[config.mk]
export PLATFORM = sky130hd
export DESIGN_NAME = fb_frame_sequencer
export DESIGN_NICKNAME = d
export VERILOG_FILES = /design/src/rtl/fb_frame_sequencer.sv
export SDC_FILE = /design/constraint.sdc
export NUM_CORES = 1
export LEC_CHECK = 0
export CORE_ASPECT_RATIO = 0.7
export CORE_MARGIN = 2
export CORE_UTILIZATION = 45
export CTS_CLUSTER_SIZE = 14
export DETAILED_ROUTE_END_ITERATION = 6
export PLACE_DENSITY = 0.85
export SLEW_MARGIN = 30
export SYNTH_ARGS = -nofsm -noshare
export SYNTH_HDL_FRONTEND = slang
export SYNTH_SLANG_ARGS = --single-unit
[constraint.sdc]
create_clock -name clk_i -period 4.7 [get_ports clk_i]
set_input_delay 0.94 -clock clk_i [delete_from_list [all_inputs] [get_ports clk_i]]
set_output_delay 0.94 -clock clk_i [all_outputs]
set_load 0.01 [all_outputs]
[src/rtl/fb_frame_sequencer.sv]
// Double-buffered framebuffer frame sequencer: clear, draw gating, vsync-aligned swap.
// Optional clear pass enabled by defining FB_SEQ_CLEAR_EN.
module fb_frame_sequencer #(
  parameter int unsigned ADDR_WIDTH  = 17,
  parameter int unsigned NUM_PIXELS  = 76800,
  parameter logic [7:0]  CLEAR_COLOR = 8'h00
) (
  input  logic                  clk_i,
  input  logic                  rst_i,
  input  logic                  vsync_i,
  input  logic                  rast_valid_i,
  output logic                  rast_ready_o,
  input  logic [ADDR_WIDTH-1:0] rast_addr_i,
  input  logic [7:0]            rast_data_i,
  input  logic                  frame_done_i,
  output logic                  fb_wea_o,
  output logic [ADDR_WIDTH-1:0] fb_addra_o,
  output logic [7:0]            fb_dina_o,
  output logic                  front_sel_o,
  output logic                  swap_pulse_o,
  output logic                  frame_busy_o,
  output logic [7:0]            dropped_frames_o
);

  typedef enum logic [1:0] {
    S_CLEAR      = 2'd0,
    S_DRAW       = 2'd1,
    S_WAIT_VSYNC = 2'd2,
    S_SWAP       = 2'd3
  } state_e;

`ifdef FB_SEQ_CLEAR_EN
  localparam state_e START_STATE = S_CLEAR;
  logic [ADDR_WIDTH-1:0] clr_cnt_q;
`else
  localparam state_e START_STATE = S_DRAW;
  logic unused_cfg;
  assign unused_cfg = ^{NUM_PIXELS, CLEAR_COLOR};
`endif

  state_e                state_q;
  logic                  vs_meta_q, vs_sync_q, vs_prev_q;
  logic                  fb_wea_q;
  logic [ADDR_WIDTH-1:0] fb_addra_q;
  logic [7:0]            fb_dina_q;
  logic                  front_sel_q;
  logic                  swap_pulse_q;
  logic [7:0]            dropped_q;
  logic [7:0]            dropped_d;
  logic                  vs_fall;

  assign vs_fall   = vs_prev_q & ~vs_sync_q;
  assign dropped_d = (dropped_q == 8'hFF) ? dropped_q : dropped_q + 8'd1;

  always_ff @(posedge clk_i) begin
    if (rst_i) begin
      state_q      <= START_STATE;
      vs_meta_q    <= 1'b0;
      vs_sync_q    <= 1'b0;
      vs_prev_q    <= 1'b0;
      fb_wea_q     <= 1'b0;
      fb_addra_q   <= '0;
      fb_dina_q    <= 8'h00;
      front_sel_q  <= 1'b0;
      swap_pulse_q <= 1'b0;
      dropped_q    <= 8'h00;
`ifdef FB_SEQ_CLEAR_EN
      clr_cnt_q    <= '0;
`endif
    end else begin
      vs_meta_q    <= vsync_i;
      vs_sync_q    <= vs_meta_q;
      vs_prev_q    <= vs_sync_q;
      fb_wea_q     <= 1'b0;
      swap_pulse_q <= 1'b0;

      // A vsync edge that finds the frame still in progress is a dropped frame.
      if (vs_fall && (state_q == S_CLEAR || state_q == S_DRAW)) begin
        dropped_q <= dropped_d;
      end

      case (state_q)
`ifdef FB_SEQ_CLEAR_EN
        S_CLEAR: begin
          fb_wea_q   <= 1'b1;
          fb_addra_q <= clr_cnt_q;
          fb_dina_q  <= CLEAR_COLOR;
          if (clr_cnt_q == ADDR_WIDTH'(NUM_PIXELS - 1)) begin
            clr_cnt_q <= '0;
            state_q   <= S_DRAW;
          end else begin
            clr_cnt_q <= clr_cnt_q + ADDR_WIDTH'(1);
          end
        end
`endif
        S_DRAW: begin
          if (rast_valid_i) begin
            fb_wea_q   <= 1'b1;
            fb_addra_q <= rast_addr_i;
            fb_dina_q  <= rast_data_i;
          end
          if (frame_done_i) begin
            state_q <= S_WAIT_VSYNC;
          end
        end
        // Toggle on entry so front_sel and swap_pulse change during the SWAP cycle.
        S_WAIT_VSYNC: begin
          if (vs_fall) begin
            state_q      <= S_SWAP;
            front_sel_q  <= ~front_sel_q;
            swap_pulse_q <= 1'b1;
          end
        end
        S_SWAP: begin
          state_q <= START_STATE;
        end
        default: begin
          state_q <= START_STATE;
        end
      endcase
    end
  end

  assign rast_ready_o     = (state_q == S_DRAW);
  assign frame_busy_o     = (state_q == S_CLEAR) || (state_q == S_DRAW);
  assign fb_wea_o         = fb_wea_q;
  assign fb_addra_o       = fb_addra_q;
  assign fb_dina_o        = fb_dina_q;
  assign front_sel_o      = front_sel_q;
  assign swap_pulse_o     = swap_pulse_q;
  assign dropped_frames_o = dropped_q;

endmodule

### Yosys cells after proc, flatten, opt, wreduce, memory -nomap -nowiden

Index checks and enable logic that the tools add are counted.

* div/mod/pow operators: 0
* reductions and logical operators: 9
* muxes and demuxes: 5
* shift-type cells: 0
* equality and inequality tests: 5
* add/sub/neg operators: 1
* $mul: 0
* bitwise logic cells: 6
* $lt $le $gt $ge: 0

Operators with widths (count)
* $add A8 B1 Y8 const B: 1
* $eq A8 B8 Y1 const B: 1
* $reduce_and A2 Y1: 4
* $not A1 Y1: 5
* $mux W2: 2
* $pmux W2 S2: 1
* $reduce_or A2 Y1: 2
* $eq A2 B1 Y1 const B: 1
* $eq A2 B2 Y1 const B: 1
* $logic_not A2 Y1: 1
* $mux W1: 2
* $ne A2 B1 Y1 const B: 1
* $ne A2 B2 Y1 const B: 1
* $and A1 B1 Y1: 1
* $logic_and A1 B1 Y1: 1
* $logic_or A1 B1 Y1: 1

* flip-flop bits (word level): 41
* memories: 0
* word-level logic and storage cells: 36
* memory bits (read-only): 0
* bits of input ports: 30
* bits in latches: 0
* bits in writable memories: 0
* output and inout bits: 38

### Longest topological paths before layout

* depth in word-level cells: 4
* mapped depth: 7
* depth with buffers taken out: 6

### Worst setup path before layout

OpenSTA, ideal clock, no wires.

* path kind: reg-to-output
* from: register state_q[1]
* to: output frame_busy_o
* arrival time: 0.910 ns
* path buffers: 0
* setup slack: 2.850 ns
* required time: 3.760 ns
* stages on the path, launching flop included: 4
* cells stage by stage: dfxtp_1 inv_1 ha_1 or2_2

* cells in the longest elaborated chain, start to end: 2
* elaborated cells between the ends (all ways): 3
* classes of those cells: eq/ne: 1; reduce/logical: 2

Ends and longest elaborated chain
* start, declared: RTL line 41 `state_e state_q;`
* start signal, assigned: RTL line 57 `state_q <= START_STATE;`
* start signal, assigned: RTL line 103 `state_q <= S_WAIT_VSYNC;`
* start signal, assigned: RTL line 109 `state_q <= S_SWAP;`
* $eq A2 B1 Y1 or $logic_not A2 Y1 (tied branches): RTL line 125 `assign frame_busy_o = (state_q == S_CLEAR) || (state_q == S_DRAW);`
* $logic_or A1 B1 Y1 (*): RTL line 125
* end, declared: RTL line 21 `output logic frame_busy_o,`

Every way passes the cells marked *; elsewhere a longest branch is shown, timed or not.

### Worst setup path in the final report

Same ends and word-level chain as after synthesis.

==> summary.md <==
| Metric | Value |
|---|---|
| CP Buf/Inv Count | `2` |
| PD cells | `405.5 mW/mm^2` |
| Mapped cell area | `0.001602 sq mm` |
| Minimum clock period after layout | `2.713 ns` |
| Critical R2R Launch | `state_q[1]` |
| Via density | `4.760` |
| Post-synthesis xor/xnor area fraction | `0.005469` |
| Root buf cell | `clkbuf_8` |
| Synth Area in Simple Gates | `0.2539` |
| Pin count of the biggest net entering global routing | `27` |
| Syn Area/Cell | `8.341 sq um` |
| Non-Filler Instances | `308` |
| CTS tree | `yes` |
| CTS Buffer Depth | `2` |
| I/O pins | `68` |
| GR Overflow Total | `0` |
| Slew margin rel. | `0.4379` |
| Final net count | `292` |
| DP HPWL | `2599 um` |
| R2R depth | `6` |
| Detail Route Antenna Nets | `0` |
| Critical-path top delay cell | `clkdlybuf4s50_1` |
| Post-CTS setup buffer count | `0` |
| Wire per inst | `11.71 um` |
| Count of different cell masters after synthesis | `30` |
| Combinational share of power | `0.335` |
| Sequential Power Share | `0.438` |
| Tot GR Track Use | `0.1957` |
| Post-route cell area | `0.002385 sq mm` |
| Place WS | `1.971 ns` |
| Synth Area in Compound Gates | `0.1305` |
| Path length in cells of the critical path | `4` |
| FF-to-FF setup slack | `2.92 ns` |
| Crit path capture | `frame_busy_o` |
| Clk_lat worst skew | `0.30 ns` |
| FMAX | `368.6 MHz` |
| Post-synthesis adder-cell area fraction | `0.03906` |
| Period utilisation layout | `0.5773` |
| Number of diodes | `0` |
| Net switching power | `0.3032 mW` |
| Clock share of power | `0.228` |
| First-pass GRT wire length | `5685 um` |
| Max-cap violations | `0` |
| Register area share after synthesis | `0.5125` |
| Max-slew violations | `0` |
| Share of cells above drive strength 1 | `0.05039` |
| Worst-Margin Slew | `0.8412 ns` |
| Static leakage | `0.9008 nW` |
| CP max stage delay | `0.49 ns` |
| Post-route worst setup slack | `1.987 ns` |
| WL final | `3607 um` |
| Fraction of synthesized area in multiplexers | `0.01953` |
| CP startpoint | `state_q[1]` |
| CTS H-tree lvls | `2` |
| Worst hold path class | `reg -> reg` |
| Die area | `0.004060 sq mm` |
| Crit path required time | `3.76 ns` |
| Final Skew | `0.004239 ns` |
| CP endpoint kind | `output pin` |
| Port buffer count | `67` |
| Total vias in the final route | `1466` |
| Initial antenna violation count | `0` |
| CP Max Fanout | `4` |
| Largest family of logic cells by synthesized area | `simple AND/OR/NAND/NOR gates` |
| # setup viols final | `0` |
| Critical path class | `reg -> out` |
| Initial Util | `0.4618` |
| TNS Setup | `0 ns` |
| Gpl congestion | `0.8457` |
| CTS Sinks | `41` |
| Worst EP arrival | `1.77 ns` |
| Unrepaired setup endpoints after global routing | `false` |
| Max VDD drop | `0.0002374 V` |
| Final Hold Viols | `0` |
| Vias in the first global route | `1277` |
| CP Cell Sequence | `inv_1 > ha_1 > or2_2 > clkdlybuf4s50_1` |
| CTS Hold Buffers Added | `0` |
| EDFF count, synth | `0` |
| DR DRC count | `0` |
| Status | `finished, final reports clean` |
| Post-cts repair resize count | `0` |
| Num rows | `18` |
| Die Width | `75.31 um` |
| Drt first-iter violations | `85` |
| TritonCTS buffer count | `5` |
| Core area | `0.003468 sq mm` |
| DP Area | `0.002302 sq mm` |
| Worst path top cell family by delay | `buffers and inverters` |
| Synth warnings | `0` |
| DR pass1 iterations | `4` |
| FFs w/ async S/R, synth | `0` |
| Yosys reg bits | `41` |
| Syn nets | `227` |
| # placed instances | `300` |
| Crit path launch type | `flop` |
| R2R Path End | `dropped_frames_o[5]` |
| Synth-to-Final Area Change | `48.91%` |
| Hold Path Stages | `1` |
| Internal | `0.6637 mW` |
| Post-Syn Instances | `192` |
| Die Height | `53.91 um` |
| Ys flop type | `dfxtp_1` |
| Sw Ratio | `0.3136` |
| Clock transition at path regs | `0.07 ns` |
==> cells by family (layout without fill, tap and decap cells) <==
kind of cell             count (synthesis)  count (layout)
AND/OR/NAND/NOR                         89              89
flip-flops                              41              41
AO/OA/AOI/OAI                           37              37
buffers and inverters                   16              82
adder cells (fa/ha/maj)                  5               5
multiplexers                             3               3
XOR/XNOR                                 1               1
==> Yosys cell counts (2+ instances only) <==
master    number  share of area
nand2_1       55           0.13
dfxtp_1       41           0.51
a21oi_1       30          0.094
nor2_1         9          0.021
clkbuf_1       8          0.019
inv_1          6          0.014
ha_1           5          0.039
nor2b_1        5          0.020
nor3_1         4          0.013
and2_1         2         0.0078
and3_1         2         0.0078
buf_2          2         0.0063
mux2i_1        2          0.013
nand2b_1       2         0.0078
nand3_1        2         0.0063
o21ai_0        2         0.0063
or3_1          2         0.0078
==> layer usage <==
| metal | share of wire | vias to the layer above | track usage |
|---|---|---|---|
| li1 | - | 765 | - |
| met1 | 0.45 | 649 | 0.2494 |
| met2 | 0.45 | 45 | 0.2870 |
| met3 | 0.071 | 7 | 0.06929 |
| met4 | 0.024 | 0 | 0.1140 |
| met5 | 0 | - | 0 |
==> power by group through the flow <==
stage / registers, mW / clock network, mW / logic (mW)
global route: 0.430 / 0.243 / 0.357
global placement: 0.431 / 0 / 0.320
CTS: 0.424 / 0.225 / 0.329
finish: 0.423 / 0.220 / 0.324
detailed placement: 0.431 / 0 / 0.327
floorplan: 0.449 / 0 / 0.154
==> placed cells by master, fill, tap and decap left out, types with 4 or more instances in the layout <==
cell type,synthesis,routed
nor2b_1,5,5
nand2_1,55,55
clkbuf_8,0,5
ha_1,5,5
a21oi_1,30,30
dfxtp_1,41,41
clkdlybuf4s50_1,0,67
nor2_1,9,9
inv_1,6,6
nor3_1,4,4
==> worst min-delay path by stage <==
stage / from / end / slack, ns
after floorplan: vs_meta_q / vs_sync_q / 0.41
after global placement: vs_meta_q / vs_sync_q / 0.42
after detailed placement: vs_meta_q / vs_sync_q / 0.42
after CTS: vs_meta_q / vs_sync_q / 0.44
after global routing: vs_meta_q / vs_sync_q / 0.46
final: vs_meta_q / vs_sync_q / 0.44
==> registers in the layout, summed over array words and instances (netlist names) <==
register          cells
vs_meta_q             1
state_q               2
fb_addra_o           17
vs_sync_q             1
front_sel_o           1
fb_dina_o             8
swap_pulse_o          1
fb_wea_o              1
dropped_frames_o      8
vs_prev_q             1
==> metrics by stage <==
stage | power (mW) | hold slack (ns) | util
2_1_floorplan | 0.6024 | 0.4138 | -
3_3_place_gp | 0.7510 | 0.4247 | 0.6638
3_5_place_dp | 0.7585 | 0.4204 | 0.6638
4_1_cts | 0.9780 | 0.4378 | 0.6876
5_1_grt | 1.030 | 0.4604 | 0.6876
6_report | 0.9669 | 0.4350 | 0.6876
==> worst reg2reg max path: cells and delay by family (launching register included) <==
| family | cells | cell delay (ns) |
|---|---|---|
| and+or+nand+nor | 3 | 0.61 |
| AOI/OAI and AO/OA | 1 | 0.38 |
| DFF | 1 | 0.36 |
| adders and majority gates | 1 | 0.23 |
| buffers and inverters | 1 | 0.08 |
==> area by class of cell <==
type / count / area (sq um)
inverter: 6 / 22.52
fill: 299 / 1084
timing repair buffer: 68 / 678.2
sequential: 41 / 820.8
clock inverter: 2 / 10.01
multi-input combinational: 135 / 718.2
clock buffer: 6 / 72.57
tap: 50 / 62.56
Note: power is estimated with default switching activity, not from simulation.
